### src/rtl/fetch_stage_pkg.sv
// Shared definitions for the instruction-fetch stage: default constants,
// fetch FSM states and the instruction-queue entry layout.
package fetch_stage_pkg;

  localparam logic [31:0] DEFAULT_RESET_PC  = 32'h0040_0000;
  localparam logic [31:0] DEFAULT_NOP_INSTR = 32'h0000_0000;

  typedef enum logic [1:0] {
    START,
    FETCH,
    DROP
  } fetch_state_e;

  typedef struct packed {
    logic [31:0] pc4;
    logic [31:0] instr;
  } fetch_entry_t;

  // Instruction addresses are always word aligned.
  function automatic logic [31:0] word_align(input logic [31:0] addr);
    return addr & 32'hFFFF_FFFC;
  endfunction

endpackage

### src/rtl/fetch_queue.sv
// Two-entry FIFO of fetched instructions. Entry 0 is always the head, so a
// pop shifts entry 1 down. Flush empties the queue and wins over push/pop.
module fetch_queue
  import fetch_stage_pkg::*;
(
  input  logic         clk,
  input  logic         reset,
  input  logic         push,
  input  fetch_entry_t push_entry,
  input  logic         pop,
  input  logic         flush,
  output logic [1:0]   count,
  output fetch_entry_t head
);

  fetch_entry_t entry0_q, entry1_q;
  logic [1:0]   count_q;
  logic         do_push, do_pop;

  // Ignore pops of an empty queue and pushes into a full one that is not draining.
  always_comb begin
    do_pop  = pop && (count_q != 2'd0);
    do_push = push && ((count_q != 2'd2) || do_pop);
  end

  // Storage and occupancy update.
  always_ff @(posedge clk or negedge reset) begin
    if (!reset) begin
      entry0_q <= '0;
      entry1_q <= '0;
      count_q  <= 2'd0;
    end else if (flush) begin
      count_q <= 2'd0;
    end else if (do_push && do_pop) begin
      if (count_q == 2'd1) begin
        entry0_q <= push_entry;
      end else begin
        entry0_q <= entry1_q;
        entry1_q <= push_entry;
      end
    end else if (do_pop) begin
      entry0_q <= entry1_q;
      count_q  <= count_q - 2'd1;
    end else if (do_push) begin
      if (count_q == 2'd0) begin
        entry0_q <= push_entry;
      end else begin
        entry1_q <= push_entry;
      end
      count_q <= count_q + 2'd1;
    end
  end

  assign count = count_q;
  assign head  = entry0_q;

endmodule

### src/rtl/fetch_stage.sv
// IF stage: owns the PC, runs the imem req/ack handshake and feeds IF/ID from
// a 2-entry instruction queue. Stalls hold the queue head on the outputs.
module fetch_stage
  import fetch_stage_pkg::*;
#(
  parameter logic [31:0] RESET_PC  = DEFAULT_RESET_PC,
  parameter logic [31:0] NOP_INSTR = DEFAULT_NOP_INSTR
) (
  input  logic        clk,
  input  logic        reset,
  input  logic        stall,
  input  logic        redirect,
  input  logic [31:0] redirect_target,
  output logic        imem_req,
  output logic [31:0] imem_addr,
  input  logic        imem_ack,
  input  logic [31:0] imem_rdata,
  output logic [31:0] PC4_out,
  output logic [31:0] Instruction_out,
  output logic        fetch_busy
);

  fetch_state_e state_q, state_d;
  logic [31:0]  pc_q, pc_d;
  logic         req_q, req_d;
  logic [31:0]  addr_q, addr_d;

  logic         q_push, q_pop, q_flush;
  logic [1:0]   q_count, count_next;
  fetch_entry_t q_head, q_push_entry;

  logic         complete;
  logic [31:0]  pc_inc, target;

  assign complete     = req_q && imem_ack;
  assign pc_inc       = pc_q + 32'd4;
  assign target       = word_align(redirect_target);
  assign q_push_entry = '{pc4: pc_inc, instr: imem_rdata};

  fetch_queue u_queue (
    .clk        (clk),
    .reset      (reset),
    .push       (q_push),
    .push_entry (q_push_entry),
    .pop        (q_pop),
    .flush      (q_flush),
    .count      (q_count),
    .head       (q_head)
  );

  // Next-state logic: FSM, PC, request register and queue controls.
  always_comb begin
    state_d    = state_q;
    pc_d       = pc_q;
    req_d      = req_q;
    addr_d     = addr_q;
    q_push     = 1'b0;
    q_pop      = (q_count != 2'd0) && !stall;
    q_flush    = 1'b0;
    count_next = q_count;

    unique case (state_q)
      START: begin
        state_d = FETCH;
        req_d   = 1'b1;
        addr_d  = pc_q;
      end

      FETCH: begin
        if (redirect) begin
          // Head is the delay slot and was captured by IF/ID; the rest is dead.
          q_flush = 1'b1;
          pc_d    = target;
          if (req_q && !imem_ack) begin
            state_d = DROP;
          end else begin
            req_d  = 1'b1;
            addr_d = target;
          end
        end else begin
          if (complete) begin
            q_push = 1'b1;
            pc_d   = pc_inc;
          end
          count_next = q_count + {1'b0, q_push} - {1'b0, q_pop};
          // An in-flight request stays frozen until its ack.
          if (!req_q || complete) begin
            req_d  = (count_next < 2'd2);
            addr_d = pc_d;
          end
        end
      end

      DROP: begin
        if (redirect) begin
          q_flush = 1'b1;
          pc_d    = target;
        end
        // The stale word is discarded; restart at the latest target.
        if (complete) begin
          state_d = FETCH;
          req_d   = 1'b1;
          addr_d  = pc_d;
        end
      end

      default: state_d = START;
    endcase
  end

  // State registers.
  always_ff @(posedge clk or negedge reset) begin
    if (!reset) begin
      state_q <= START;
      pc_q    <= RESET_PC;
      req_q   <= 1'b0;
      addr_q  <= RESET_PC;
    end else begin
      state_q <= state_d;
      pc_q    <= pc_d;
      req_q   <= req_d;
      addr_q  <= addr_d;
    end
  end

  assign imem_req        = req_q;
  assign imem_addr       = addr_q;
  assign fetch_busy      = (q_count == 2'd0);
  assign PC4_out         = fetch_busy ? 32'd0 : q_head.pc4;
  assign Instruction_out = fetch_busy ? NOP_INSTR : q_head.instr;

endmodule

### config.mk
export PLATFORM = sky130hd
export DESIGN_NAME = fetch_stage
export DESIGN_NICKNAME = d
export VERILOG_FILES = /design/src/rtl/fetch_stage_pkg.sv /design/src/rtl/fetch_queue.sv /design/src/rtl/fetch_stage.sv
export SDC_FILE = /design/constraint.sdc
export NUM_CORES = 1
export LEC_CHECK = 0
export CELL_PAD_IN_SITES_DETAIL_PLACEMENT = 1
export CELL_PAD_IN_SITES_GLOBAL_PLACEMENT = 1
export CORE_UTILIZATION = 39
export CTS_BUF_LIST = sky130_fd_sc_hd__clkbuf_2
export DETAILED_ROUTE_END_ITERATION = 8
export PLACE_DENSITY = 0.91
export SKIP_CTS_REPAIR_TIMING = 1
export SYNTH_ARGS = -nofsm -noshare
export SYNTH_HDL_FRONTEND = slang
export SYNTH_SLANG_ARGS = --single-unit
### constraint.sdc
create_clock -name clk -period 2.25 [get_ports clk]
set_input_delay 0.225 -clock clk [delete_from_list [all_inputs] [get_ports clk]]
set_output_delay 0.225 -clock clk [all_outputs]
set_load 0.005 [all_outputs]
Yosys cells after proc, flatten, opt, wreduce, memory -nomap -nowiden
Cells that the tools add are included.
Word-level totals
  register bits: 197
  output and inout port bits: 98
Cells by class
  bitwise logic cells: 1
  add/subtract/negate cells: 5
  reduce and logical (&&, ||, !) cells: 26
  muxes and demuxes: 41
  order comparisons: 1
  equality and inequality tests: 13
Operators with widths (count)
  64-bit two-way mux: 10
  32-bit two-way mux: 9
  32-bit one-hot mux with 3 select lines: 1
  32-bit one-hot mux with 2 select lines: 1
  32-bit by 3-bit adder with 32-bit output, second input constant: 1
  2-bit two-way mux: 7
  2-bit != test, second input constant: 7
  3-bit nonzero test: 4
  1-bit two-way mux: 11
  1-bit logical AND: 6
  3-bit != test, second input constant: 2
  2-bit one-hot mux with 3 select lines: 1
  3-bit AND reduction: 2
  2-bit nonzero test: 3
  5-bit AND reduction: 1
  2-bit by 1-bit == test with 1-bit output, second input constant: 2
  2-bit logical NOT: 2
  4-bit AND reduction: 1
  1-bit logical NOT: 3
  1-bit one-hot mux with 3 select lines: 1
  2-bit by 1-bit adder with 2-bit output: 1
  2-bit by 1-bit adder with 2-bit output, second input constant: 1
  2-bit == test, second input constant: 1
  1-bit logical OR: 2
  other kinds (7): 7

Longest topological paths before layout
Gate-level depths: netlist of run 1.
  depth after elaboration: 11
  mapped depth: 11

Hierarchy
A second synthesis of run 1 with hierarchy kept.
Second synthesis, totals
  cell total of the unflattened synthesis: 1195
  area, all modules: 11390.9 um^2
Modules (own cells, without submodules)
  fetch_stage: cells an instance 759, instances 1, seq. area each 1679.1 um^2, area an instance 5841.9 um^2
  fetch_queue: cells an instance 436, instances 1, seq. area each 3253.1 um^2, area an instance 5549.1 um^2

Least setup slack after synthesis of run 1
OpenSTA, ideal clock, no wires.
  path kind: reg2reg
  from: register state_q[0]
  to: register pc_q[20]
  required time: 2113 ps
  clock period less this slack: 2353 ps
  library setup time: 137 ps
  path slack: -103 ps
  data arrival time: 2216 ps
  buffers on the path: 2
  cell stages (with the launch flop): 10
  cell sequence: dfrtp_1 inv_1 ha_1 clkbuf_1 and3b_1 clkbuf_1 nand4_1 or4b_2 o21ai_0 a21oi_1
On the way
  cells in the longest elaborated chain, start to end: 2
  elaborated cells between the ends (all ways): 4
RTL lines
  from (decl): RTL line fetch_stage.sv:23  | fetch_state_e state_q, state_d;
  from (signal assigned): RTL line fetch_stage.sv:119  | state_q <= state_d;
  2-bit == test / 2-bit by 1-bit == test with 1-bit output (equally long branches): RTL line fetch_stage.sv:62  | unique case (state_q)
  32-bit one-hot mux with 2 select lines / 2-bit nonzero test (equally long branches)
  to (signal assigned): RTL line fetch_stage.sv:120  | pc_q <= pc_d;
  to (decl): RTL line fetch_stage.sv:24  | logic [31:0] pc_q, pc_d;
Parallel ways exist; a longest one is shown, timed or not.
A chain may end at the register's enable or synchronous reset.

Worst setup path after layout of run 1
  from: register state_q[1]
  to: register u_queue.entry1_q[50] (netlist bit)
On the way
  cells in the longest elaborated chain, start to end: 6
  elaborated cells between the ends (all ways): 14
RTL lines
  2-bit by 1-bit == test with 1-bit output: RTL line fetch_stage.sv:62
  1-bit two-way mux: RTL line fetch_stage.sv:62
  1-bit logical AND: RTL line fetch_queue.sv:23  | do_push = push && ((count_q != 2'd2) || do_pop);
  1-bit logical AND: RTL line fetch_queue.sv:34  | end else if (do_push && do_pop) begin
  2-bit != test (no line), or another cell as far along
  5-bit AND reduction (no line)
  to (signal assigned): RTL line fetch_queue.sv:39  | entry1_q <= push_entry;
  to (signal assigned): RTL line fetch_queue.sv:48  | entry1_q <= push_entry;
  to (decl): RTL line fetch_queue.sv:16  | fetch_entry_t entry0_q, entry1_q;
Parallel ways exist; a longest one is shown, timed or not.

==> reports/summary.json, run 1 <==
{
  "status": {"value": "complete, but fails checks"},
  "failed_checks": {"value": "hold timing, setup timing"},
  "ctsLongestPathBuffers": {"value": 2},
  "power_density": {"value": 1490, "unit": "mW/mm²"},
  "synth_top_cells_by_count": {"value": "dfrtp_1, nand2_1, o21ai_0"},
  "grt_start_max_net_pins": {"value": 66},
  "synth_sequential_area_ratio": {"value": 0.437},
  "path_max_fanout": {"value": 9},
  "dominantRegCellSynth": {"value": "dfrtp_1"},
  "yosys.area.top_type_share": {"value": 0.432},
  "synthesized_net_count": {"value": 1338},
  "period_minus_slack": {"value": 2.56, "unit": "ns"},
  "maxClockFrequency": {"value": 391, "unit": "MHz"},
  "clock_tree.root_cell": {"value": "clkbuf_2"},
  "core.rowCount": {"value": 61},
  "critical_path_buf_inv_count": {"value": 5},
  "synthDistinctLibCells": {"value": 78},
  "ioPinCount": {"value": 167},
  "place.gp.congestion": {"value": 0.908},
  "post-synth-top-count-cell": {"value": "dfrtp_1"},
  "crit_chain": {"value": "inv_2 -> buf_6 -> ha_4 -> nand4b_1 -> buf_4 -> or4_4 -> buf_6 -> clkbuf_16 -> nor3_2 -> a21oi_1"},
  "critical_path.most_common_cell": {"value": "buf_6"},
  "ctsHtreeMaxLevel": {"value": 4},
  "rsz0062_at_grt": {"value": "yes"},
  "initial_core_util": {"value": 0.401},
  "grt_remaining_overflow": {"value": 0},
  "placed_cell_area": {"value": 0.0141, "unit": "mm²"},
  "netlist_area": {"value": 0.0113, "unit": "mm²"},
  "worstSkewPairLatency": {"value": 0.89, "unit": "ns"},
  "hpwl": {"value": 29.4, "unit": "mm"},
  "route.final.wire_length": {"value": 51.0, "unit": "mm"},
  "met1Wirelength": {"value": 19.2, "unit": "mm"},
  "reg2reg_slack": {"value": -0.31, "unit": "ns"},
  "hold_start": {"value": "redirect_target[3]"},
  "reg2reg_from": {"value": "state_q[1]"},
  "timing.setup.critical_path_class": {"value": "register to register"},
  "post-route-period-util": {"value": 1.14},
  "grt_antenna_before_repair": {"value": 2},
  "cts_made_buffers": {"value": 17},
  "worst_r2r_path_depth": {"value": 10},
  "detailed_route_vias_per_instance": {"value": 6.20},
  "tightest_slew": {"value": 0.738, "unit": "ns"},
  "die_width": {"value": 172, "unit": "µm"},
  "vias_in_the_first_global_route": {"value": 11176},
  "route.detailed.wl_per_inst": {"value": 26.3, "unit": "µm"},
  "synth_enable_flop_cells": {"value": 0},
  "worst-endpoint-arrival": {"value": 3.36, "unit": "ns"},
  "cap_viol_max_count": {"value": 0},
  "slew-limit-headroom": {"value": 0.504},
  "clk_pin_slew": {"value": 0.39, "unit": "ns"},
  "p_leak": {"value": 7.15, "unit": "nW"},
  "met2WireLength": {"value": 24.9, "unit": "mm"},
  "final.setup.worst_slack": {"value": -0.306, "unit": "ns"},
  "report.final.setup_viol": {"value": 187},
  "final_max_slew_viol_count": {"value": 0},
  "crit_path_top_delay_cell": {"value": "or4_4"},
  "cp_slowest_stage_delay": {"value": 0.68, "unit": "ns"},
  "ys_top_cells_by_area": {"value": "dfrtp_1, o21ai_0, nand2_1, nor2b_1, mux2i_1"},
  "top_layer": {"value": "met4"},
  "timing.hold.worst.class": {"value": "input pin to register"},
  "gr-usage-all-layers": {"value": 0.274},
  "via_count": {"value": 12025},
  "clkSinkCount": {"value": 197},
  "capture_instance_of_the_worst_register_to_register_path": {"value": "u_queue.entry1_q[50]"},
  "synth_seq_cells": {"value": 197},
  "hold_ws": {"value": -0.000458, "unit": "ns"},
  "cp_data_required_time": {"value": 3.06, "unit": "ns"},
  "worst_clock_skew": {"value": 0.0649, "unit": "ns"},
  "critical-path-top-delay-family": {"value": "simple AND/OR/NAND/NOR gates"},
  "sink_of_the_worst_hold_path": {"value": "imem_addr[3]"},
  "dieArea": {"value": 0.0296, "unit": "mm²"},
  "synthCells": {"value": 1260},
  "drc_errors": {"value": 0},
  "global_route_wire_length_before_repair": {"value": 62.4, "unit": "mm"},
  "number_of_failing_hold_endpoints_at_the_final_stage": {"value": 1},
  "cell_type_with_the_highest_aggregate_area_in_the_netlist": {"value": "dfrtp_1"},
  "post_synth.cell_area_avg": {"value": 8.96, "unit": "µm²"},
  "tritoncts": {"value": "done"},
  "timing.hold.worst_path_depth": {"value": 5},
  "critPathLaunchType": {"value": "register"},
  "synthesis.yosys.warnings": {"value": 0},
  "finalNetCount": {"value": 1625},
  "ys_async_sr_fraction": {"value": 1.00},
  "first_pass_iters": {"value": 5},
  "power.total": {"value": 24.2, "unit": "mW"},
  "drt.antenna.violating_nets": {"value": 0},
  "coreArea": {"value": 0.0282, "unit": "mm²"},
  "setup_total_negative_slack": {"value": -25.66, "unit": "ns"},
  "post_route_cells_drive_above_1_share": {"value": 0.315},
  "ir_drop": {"value": 0.945, "unit": "mV"},
  "dieHeight": {"value": 172, "unit": "µm"},
  "met3RoutedLength": {"value": 4.12, "unit": "mm"},
  "place_ws": {"value": -0.267, "unit": "ns"},
  "design_area": {"value": 0.0163, "unit": "mm²"},
  "portBuffers": {"value": 164},
  "critPathLaunch": {"value": "state_q[1]"},
  "drt_first_iter_violations": {"value": 1108},
  "timing.critical_path.to_type": {"value": "register"},
  "synthToLayoutAreaGrowth": {"value": 44.0, "unit": "%"}
}
## metrics by stage
stage                     hold WS [ns]  std cells   util
after floorplan                -0.0706       1260      -
after global placement           0.246       1812  0.500
after detailed placement         0.256       1812  0.500
after CTS                       -0.747       1844  0.511
after global routing           -0.0699       1940  0.578
final                        -0.000458       1940  0.578
## final cells by class
cell class | count | area (µm²)
antenna | 2 | 5.00
clock buffer | 17 | 85.1
clock inverter | 15 | 230
fill | 3077 | 11900
inverter | 27 | 105
multi-input combinational | 916 | 6570
sequential | 197 | 4940
tap | 378 | 473
timing repair buffer | 388 | 3860
## cells in the final DEF (no fill, tap or decap), types with 9 or more instances in the layout
cell,n
nor2b_2,11
buf_6,28
xnor2_1,22
buf_12,23
nand2_1,136
nand3_1,31
mux2_2,36
clkbuf_16,17
clkdlybuf4s50_1,95
nand4_1,19
a31oi_1,16
inv_1,22
nor4_1,11
buf_4,131
o31ai_1,13
clkbuf_2,30
mux2i_1,41
dfrtp_1,192
nor3_1,17
nor2b_1,35
nand2_4,14
o21ai_0,102
a211oi_1,10
a21oi_1,53
dlygate4sd3_1,34
buf_2,40
o21ai_2,9
nor2_1,64
o21ai_1,16
nor2b_4,26
## worst max-delay path by stage
| stage | to | slack (ns) | depth (start not counted) |
|---|---|---|---|
| after floorplan | u_queue.entry1_q[10] | 0.003 | 8 |
| after detailed placement | u_queue.entry1_q[47] | -0.27 | 6 |
| after global routing | PC4_out[13] | -0.43 | 6 |
| after CTS | Instruction_out[26] | -0.71 | 5 |
| final | u_queue.entry1_q[50] | -0.31 | 10 |
| after global placement | u_queue.entry1_q[61] | -0.14 | 6 |
## state kept, by name (all words and copies together) (netlist names)
register,cells
imem_addr,32
imem_req,1
pc_q,32
state_q,2
u_queue.count,2
u_queue.entry1_q,64
u_queue.head,64
## logic make-up after synthesis
family	after synthesis	synth area share
mux	77	0.0723
compound gates	338	0.190
simple gates	460	0.211
buf+inv	148	0.0552
xor+xnor	31	0.0240
flops	197	0.437
fa+ha+maj	9	0.00997
## tightest hold or removal path, stage by stage
cell             delay [ns]
clkdlybuf4s50_1        0.43
nand2_1                0.07
nand2_1                0.05
nand3_1                0.07
a21oi_1                0.06
## power by group
group / leakage (nW) / switching [mW] / internal [mW] / total, mW
Sequential: 2.43 / 1.43 / 5.21 / 6.64
Combinational: 4.54 / 8.40 / 6.91 / 15.3
Clock: 0.178 / 1.67 / 0.565 / 2.24
Total: 7.15 / 11.5 / 12.7 / 24.2
## per-layer routing
| layer | global-route usage | up-vias |
|---|---|---|
| met5 | 0 | - |
| met4 | 0.0923 | 0 |
| met3 | 0.0595 | 212 |
| met2 | 0.462 | 688 |
| met1 | 0.347 | 6041 |
| li1 | - | 5084 |
Power figures use the tool's default switching activity.
==> run 2: changes to the inputs <==
- CORE_MARGIN: unset -> 1.5
- SLEW_MARGIN: unset -> 20
==> reports/summary.json, run 2 (synthesized netlist as in run 1, its figures left out) <==
{
  "detailed_route_vias_per_instance": {"value": 6.03, "change": "-2.7%"},
  "tightest_slew": {"value": 0.547, "unit": "ns", "change": "-0.191 ns"},
  "global_route.usage.met1": {"value": 0.356, "change": "+0.00963"},
  "final_max_slew_viol_count": {"value": 0, "change": "unchanged"},
  "clk_pin_slew": {"value": 0.37, "unit": "ns", "change": "-0.02 ns"},
  "cp_slowest_stage_delay": {"value": 0.47, "unit": "ns", "change": "-0.21 ns"},
  "worst_clock_skew": {"value": 0.0600, "unit": "ns", "change": "-0.00487 ns"},
  "p_leak": {"value": 6.83, "unit": "nW", "change": "-4.5%"},
  "design_area": {"value": 0.0155, "unit": "mm²", "change": "-4.6%"},
  "place.gp.congestion": {"value": 0.960, "change": "+5.7%"},
  "finalNetCount": {"value": 1601, "change": "-1.5%"},
  "initial_core_util": {"value": 0.394, "change": "-0.00647"},
  "slew-limit-headroom": {"value": 0.635, "change": "+0.132"},
  "grt_antenna_before_repair": {"value": 1, "change": "-1"},
  "ioPinCount": {"value": 167, "change": "unchanged"},
  "path_max_fanout": {"value": 8, "change": "-1"},
  "report.final.setup_viol": {"value": 101, "change": "-46%"},
  "cts_made_buffers": {"value": 17, "change": "unchanged"},
  "status": {"value": "complete, but fails checks"},
  "drt_first_iter_violations": {"value": 998, "change": "-9.9%"},
  "ctsLongestPathBuffers": {"value": 2, "change": "unchanged"},
  "route.detailed.wl_per_inst": {"value": 24.2, "unit": "µm", "change": "-8.1%"},
  "timing.hold.worst.class": {"value": "input pin to register"},
  "power_density": {"value": 1470, "unit": "mW/mm²", "change": "-1.2%"},
  "via_count": {"value": 11587, "change": "-3.6%"},
  "postLayoutCoreUtil": {"value": 0.542, "change": "-0.0353"},
  "clock_tree.root_cell": {"value": "clkbuf_2"},
  "coreArea": {"value": 0.0286, "unit": "mm²", "change": "+1.6%"},
  "dieHeight": {"value": 173, "unit": "µm", "change": "+0.58%"},
  "crit_chain": {"value": "inv_2 -> ha_4 -> buf_12 -> buf_8 -> clkbuf_16 -> nor2b_1 -> buf_2"},
  "grt_remaining_overflow": {"value": 0, "change": "unchanged"},
  "worst-endpoint-arrival": {"value": 2.23, "unit": "ns", "change": "-1.13 ns"},
  "crit_path_top_delay_cell": {"value": "dfrtp_1"},
  "first_pass_iters": {"value": 5, "change": "unchanged"},
  "placed_cell_area": {"value": 0.0141, "unit": "mm²", "change": "+0.32%"},
  "ctsHtreeMaxLevel": {"value": 4, "change": "unchanged"},
  "period_minus_slack": {"value": 2.45, "unit": "ns", "change": "-0.102 ns"},
  "grt_start_max_net_pins": {"value": 71, "change": "+7.6%"},
  "core.rowCount": {"value": 62, "change": "+1.6%"},
  "clkSinkCount": {"value": 197, "change": "unchanged"},
  "drc_errors": {"value": 0, "change": "unchanged"},
  "post-route-period-util": {"value": 1.09, "change": "-0.0454"},
  "vias_in_the_first_global_route": {"value": 11341, "change": "+1.5%"},
  "synthToLayoutAreaGrowth": {"value": 37.5, "unit": "%"},
  "maxClockFrequency": {"value": 408, "unit": "MHz", "change": "+4.2%"},
  "global_route_wire_length_before_repair": {"value": 63.6, "unit": "mm", "change": "+1.9%"},
  "route.final.wire_length": {"value": 46.4, "unit": "mm", "change": "-9.0%"},
  "cp_data_required_time": {"value": 2.03, "unit": "ns", "change": "-1.03 ns"},
  "failed_checks": {"value": "setup timing"},
  "final.setup.worst_slack": {"value": -0.204, "unit": "ns", "change": "+0.102 ns"},
  "timing.critical_path.to_type": {"value": "output pin"},
  "cap_viol_max_count": {"value": 0, "change": "unchanged"},
  "worstSkewPairLatency": {"value": 0.83, "unit": "ns", "change": "-0.06 ns"},
  "numPlacedInstances": {"value": 1823, "change": "+0.61%"},
  "ir_drop": {"value": 0.986, "unit": "mV", "change": "+4.4%"},
  "rsz0062_at_grt": {"value": "yes"},
  "power.total": {"value": 22.8, "unit": "mW", "change": "-5.7%"},
  "use_met3": {"value": 0.0422, "change": "-0.0173"},
  "timing.setup.critical_path_class": {"value": "register to output pin"},
  "die_width": {"value": 173, "unit": "µm", "change": "+0.58%"},
  "place_ws": {"value": -0.243, "unit": "ns", "change": "+0.0238 ns"},
  "final_common_cell": {"value": "dfrtp_1"},
  "highest_utilization_routing_layer_at_the_global_route_stage": {"value": "met2"},
  "portBuffers": {"value": 164, "change": "unchanged"},
  "number_of_failing_hold_endpoints_at_the_final_stage": {"value": 0, "change": "-1"},
  "post_route_cells_drive_above_1_share": {"value": 0.286, "change": "-0.0289"},
  "critPathLaunchType": {"value": "register"},
  "tritoncts": {"value": "done"},
  "most-common-layout-cells": {"value": "dfrtp_1, nand2_1, buf_4, o21ai_0, clkdlybuf4s50_1"},
  "final_cell_count_no_fill": {"value": 1921, "change": "-0.98%"},
  "hpwl": {"value": 29.6, "unit": "mm", "change": "+0.59%"},
  "gr-usage-all-layers": {"value": 0.268, "change": "-0.00635"},
  "drt.antenna.violating_nets": {"value": 0, "change": "unchanged"},
  "gr-usage-met2": {"value": 0.447, "change": "-0.0152"},
  "dieArea": {"value": 0.0300, "unit": "mm²", "change": "+1.2%"}
}
==> run 2: changes by cell type in the layout (fill, tap and decap cells not counted), sizes merged <==
cell and change:
bufinv -1, clkbuf -10, buf -1, clkinvlp +1, inv -7, dlygate4sd3 -14
clkdlybuf4s50 +1, diode -1, clkinv +7
==> run 2: layout make-up <==
class / count / area, µm²
Timing Repair Buffer: 364 / 3440
Sequential cell: 197 / 4940
Multi-Input combinational cell: 916 / 6290
Tap cell: 384 / 480
Clock buffer: 17 / 85.1
Antenna cell: 1 / 2.50
Fill cell: 3196 / 13100
Clock inverter: 15 / 184
Inverter: 27 / 105
==> run 2: final timing paths <==
kind / from / end / slack, ns / cells past startpoint
min in group asynchronous: reset / imem_addr[22] / 0.48 / 3
setup reg to reg: u_queue.count[1] / imem_req / -0.13 / 10
max in group asynchronous: reset / pc_q[29] / 1.37 / 4
setup / recovery: u_queue.count[1] / PC4_out[10] / -0.20 / 7
hold reg to reg: u_queue.head[46] / u_queue.head[46] / 0.51 / 2
hold / removal: imem_rdata[13] / u_queue.entry1_q[13] / 0.01 / 2
==> run 2: through the flow <==
stage               hold slack, ns  TNS (ns)
finish                      0.0136     -9.86
global route               -0.0524    -18.58
CTS                         -0.785    -42.65
detailed placement           0.207    -12.13
global placement             0.202     -3.52
floorplan                  -0.0706         0
==> run 2: worst max-delay path, delay by kind of cell (launching register included) <==
kind,cells,cell delay [ns]
adder cells (fa/ha/maj),1,0.20
buffers and inverters,5,0.64
flip-flops,1,0.47
AND/OR/NAND/NOR,1,0.10
==> run 2: power by group <==
part / internal, mW / switching, mW / leakage [nW]
Sequential: 5.21 / 1.26 / 2.43
Clock: 0.385 / 1.54 / 0.152
Combinational: 6.55 / 7.87 / 4.25
==> run 2: routing by layer <==
layer	wire [µm]	share of wire
met5	0	0
met3	3150	0.068
met4	1730	0.037
met2	22800	0.49
met1	18800	0.40
